==> src/rtl/blkmem_fifo_ctrl.sv <==
// blkmem_fifo_ctrl
//   16-entry FIFO controller in front of a single-port, synchronous-read
//   BlkMem (1-cycle read latency). Owns the pointers, occupancy and the
//   output register; the memory only stores the data words.
//
// Ports
//   clk, rst_n            system clock / async active-low reset
//   enq, din, enq_ack     push side (enq_ack combinational)
//   deq, deq_ack          pop side (deq_ack combinational, pop has priority)
//   dout, dout_valid      popped word, registered; dout_valid pulses once
//                         two cycles after deq_ack, dout holds until next pop
//   full, empty, count    occupancy flags, derived from registered count
//   mem_en/we/addr/din    drive BlkMem ena/wea/addra/dina
//   mem_dout              BlkMem douta
module blkmem_fifo_ctrl #(
  parameter int DATA_W = 8,
  parameter int ADDR_W = 4
) (
  input  logic              clk,
  input  logic              rst_n,
  input  logic              enq,
  input  logic [DATA_W-1:0] din,
  output logic              enq_ack,
  input  logic              deq,
  output logic              deq_ack,
  output logic [DATA_W-1:0] dout,
  output logic              dout_valid,
  output logic              full,
  output logic              empty,
  output logic [ADDR_W:0]   count,
  output logic              mem_en,
  output logic              mem_we,
  output logic [ADDR_W-1:0] mem_addr,
  output logic [DATA_W-1:0] mem_din,
  input  logic [DATA_W-1:0] mem_dout
);

  localparam logic [ADDR_W:0]   DEPTH   = {1'b1, {ADDR_W{1'b0}}};
  localparam logic [ADDR_W:0]   CNT_ONE = 1;
  localparam logic [ADDR_W-1:0] PTR_ONE = 1;

  logic [ADDR_W-1:0] wr_ptr, rd_ptr;
  logic [ADDR_W:0]   cnt;
  logic              rd_pending;

  assign count = cnt;
  assign full  = (cnt == DEPTH);
  assign empty = (cnt == '0);

  // One memory port: a pop wins over a push so the read pipeline never
  // stalls; the pusher simply holds enq and retries.
  assign deq_ack = deq & ~empty;
  assign enq_ack = enq & ~full & ~deq_ack;

  assign mem_en   = enq_ack | deq_ack;
  assign mem_we   = enq_ack;
  assign mem_addr = enq_ack ? wr_ptr : rd_ptr;
  assign mem_din  = din;

  // Pointers wrap naturally at 2**ADDR_W.
  always_ff @(posedge clk or negedge rst_n) begin
    if (!rst_n) begin
      wr_ptr <= '0;
      rd_ptr <= '0;
      cnt    <= '0;
    end else begin
      if (enq_ack) begin
        wr_ptr <= wr_ptr + PTR_ONE;
        cnt    <= cnt + CNT_ONE;
      end else if (deq_ack) begin
        rd_ptr <= rd_ptr + PTR_ONE;
        cnt    <= cnt - CNT_ONE;
      end
    end
  end

  // Read pipeline: deq_ack (T) -> rd_pending (T+1, mem_dout valid)
  // -> dout/dout_valid (T+2). mem_dout is only looked at while rd_pending,
  // so write cycles disturbing douta never reach dout.
  always_ff @(posedge clk or negedge rst_n) begin
    if (!rst_n) begin
      rd_pending <= 1'b0;
      dout_valid <= 1'b0;
      dout       <= '0;
    end else begin
      rd_pending <= deq_ack;
      dout_valid <= rd_pending;
      if (rd_pending) dout <= mem_dout;
    end
  end

endmodule

==> config.mk <==
export PLATFORM = sky130hd
export DESIGN_NAME = blkmem_fifo_ctrl
export DESIGN_NICKNAME = d
export VERILOG_FILES = /design/src/rtl/blkmem_fifo_ctrl.sv
export SDC_FILE = /design/constraint.sdc
export NUM_CORES = 1
export LEC_CHECK = 0
export ABC_AREA = 1
export CELL_PAD_IN_SITES_DETAIL_PLACEMENT = 1
export CELL_PAD_IN_SITES_GLOBAL_PLACEMENT = 1
export CORE_UTILIZATION = 31
export DETAILED_ROUTE_END_ITERATION = 7
export PLACE_DENSITY_LB_ADDON = 0.1
export SLEW_MARGIN = 20
export SYNTH_ARGS = -nofsm -noshare
export SYNTH_HDL_FRONTEND = slang
export SYNTH_SLANG_ARGS = --single-unit
export TNS_END_PERCENT = 50
==> constraint.sdc <==
create_clock -name clk -period 2.47 [get_ports clk]
set_clock_uncertainty 0.2 [all_clocks]
set_input_delay 0.494 -clock clk [delete_from_list [all_inputs] [get_ports clk]]
set_output_delay 0.494 -clock clk [all_outputs]
set_load 0.01 [all_outputs]
==> out/metrics.cfg <==
[pwr]
leakage_uw = 0.0008240
p_per_area_nw_per_um2 = 1096
peakVddDrop_mv = 0.4322

[timing]
tightest_slew_ns = 0.3675
fin_crit_sh = 0.9569
rsz0062_at_grt = false
slew_headroom = 0.7550
fmax_mhz = 423.1
layout_setup_ws_ns = 0.1066
hold_viol_final = 0
slew_viol_final = 0
setup_viol = 0
post-route-min-period_ns = 2.363

[detailed_routing]
via_count = 948
detail-route-antenna-nets = 0
drt_iter0_drc = 12
routed_wl_um = 2652
wl_per_cell_um = 12.33
drc = 0
firstDrtPassIters = 3
vias_per_cell = 4.409

[global_route]
grt_usage = 0.1438
grt_pass1_wl_um = 4685
grt_max_degree = 24
antenna_found_initial = 0
grt_pass1_vias = 1061
grt.overflow.total = 0

[floorplan]
num_rows = 22
start_util = 0.3295
die_w_um = 65.09
die_area_um2 = 4236
core_area_um2 = 3744
io_pins = 52
die_h_um = 65.09

[clocking]
root_buffer = clkbuf_8
cts_buffers = 3
clkSlewWorstSetupHoldPaths_ns = 0.08
hold_buffers = 0
cts.path.max_buffers = 2
tritoncts = built
cts_sinks = 23
clk_latency_ns = 0.26
htreeDepth = 1

[logic_synthesis]
netlist_area_um2 = 1234
ys_seq_area_frac = 0.4665
synth.distinct_cells = 22
yosys-top-cells-area = dfrtp_1 47%, nand2_1 8.2%, mux2_2 7.3%, buf_4 5.5%, ha_1 5.1%
synth_edf_count = 0
syn_nets = 147
synth_top_area_share = 0.4665
ys_warn_count = 0
synth_cells = 121
synth_top_area_cell = dfrtp_1
synthArstFlopShare = 1.000
syn_area_per_cell_um2 = 10.20
yosys.cell_count.top_type = nand2_1
synth_ff_type = dfrtp_1
ys_ff_latch = 23
synth_common_cells = 27 x nand2_1, 23 x dfrtp_1, 9 x buf_4

[critical_path]
crit_path_top_delay_cell = clkdlybuf4s50_1
path_class = in2out
critPathCaptureType = output pin
critical_path_required_ns = 1.78
crit_chain = clkdlybuf4s50_1 -> nand2_2 -> inv_2 -> nand2_8 -> inv_4 -> nand2_1 -> nand2_1 -> dlygate4sd2_1
cp_num_buf_inv = 4
arrival_ns = 1.67
critPathTopFamily = buffers and inverters
path_common_cell = nand2_1
critPathMaxStageDelay_ns = 0.47
start_kind = input port
worst-path-max-fanout = 13

[placed_design]
place_ws_ns = -0.2153
hpwlAfterDp_um = 2074
portBuffers = 35
gp_congestion = 0.7398

[final_layout]
area_growth_pct = 41.58
antennaDiodeCount = 0
finish.utilization = 0.4666
drive_above_1_share = 0.2874
final_nets = 194

[status]
status = finished clean

[run]
cap_violations = 0

[worst_hold_path]
worstHoldPathType = reg2reg

-- area by class of cell --
| class | count | area [µm²] |
|---|---|---|
| Inverter | 11 | 43.79 |
| Fill cell | 447 | 1997 |
| Clock buffer | 3 | 41.29 |
| Timing Repair Buffer | 53 | 476.7 |
| Sequential cell | 23 | 575.6 |
| Multi-Input combinational cell | 76 | 541.8 |
| Clock inverter | 1 | 7.507 |
| Tap cell | 48 | 60.06 |
-- metrics by stage --
stage | instance area, µm² | power [µW] | std cells | setup TNS, ns | hold slack, ns
floorplan | 1234 | 1199 | 121 | 0 | -0.001591
global placement | 1672 | 1649 | 209 | -1.025 | 0.2895
detailed placement | 1672 | 1681 | 209 | -1.308 | 0.2995
CTS | 1727 | 1922 | 213 | 0 | 0.3206
global route | 1747 | 2098 | 215 | 0 | 0.3235
finish | 1747 | 1914 | 215 | 0 | 0.3151
-- cell families after synthesis --
kind of cell | synth area share
compound gates | 0.03752
xor+xnor | 0.06389
fa+ha+maj | 0.06694
buf+inv | 0.1085
flops | 0.4665
mux | 0.07303
simple gates | 0.1836
-- per-layer routing --
| metal | track usage | part of all wire |
|---|---|---|
| met4 | 0.05435 | 0.015 |
| met5 | 0 | 0 |
| met2 | 0.2552 | 0.51 |
| met3 | 0.02113 | 0.041 |
| met1 | 0.1740 | 0.43 |
-- cell usage in the layout (no fill, tap or decap) --
cell type / instances
nand2_1: 27
clkdlybuf4s50_1: 27
dfrtp_1: 23
buf_4: 18
inv_1: 8
mux2_2: 8
nand3_1: 7
dlygate4sd2_1: 7
nand2_2: 5
xor2_1: 5
ha_1: 5
xnor2_1: 4
o21ai_2: 3
clkbuf_8: 3
nand3_2: 2
inv_2: 2
nor2_2: 1
nor2_4: 1
nand2_4: 1
nand2_8: 1
inv_4: 1
nor2_1: 1
a21oi_1: 1
o21ai_1: 1
o21ai_0: 1
a21oi_2: 1
fa_1: 1
clkinvlp_4: 1
clkdlybuf4s15_1: 1
-- worst register-to-register path, delay by kind of cell, from the launching register on --
family                   cells  cell delay, ns
XOR/XNOR                     1            0.15
AND/OR/NAND/NOR              8            0.74
adder cells (fa/ha/maj)      1            0.32
buffers and inverters        2            0.31
flip-flops                   1            0.41
-- sequential cells by signal (all words and copies together) (netlist names) --
name and cells:
dout 8, rd_pending 1, rd_ptr 4, count 5
wr_ptr 4, dout_valid 1
-- power by group --
group	total, µW	switching, µW	internal, µW	leakage (µW)
clock	236	122	114	0.0000217
sequential	640	124	516	0.000274
combinational	1040	477	560	0.000528
-- path summary, 6_finish.rpt --
path	end	start	slack, ns	cells after the start
setup / recovery	mem_addr[2]	enq	0.11	8
hold / removal	dout[0]$_DFFE_PN0P_	dout[0]$_DFFE_PN0P_	0.32	1
setup reg to reg	count[3]$_DFFE_PN0P_	count[1]$_DFFE_PN0P_	0.24	12
hold reg to reg	dout[0]$_DFFE_PN0P_	dout[0]$_DFFE_PN0P_	0.32	1
max in group asynchronous	wr_ptr[3]$_DFFE_PN0P_	rst_n	1.45	2
min in group asynchronous	dout[3]$_DFFE_PN0P_	rst_n	0.38	2
-- repair_timing --
item	4_1_cts	5_1_grt
setup endpoints to repair	8	2
hold endpoints to repair	0	0
resized for setup	11	2
buffers inserted	0	2
Power figures use the tool's default switching activity.
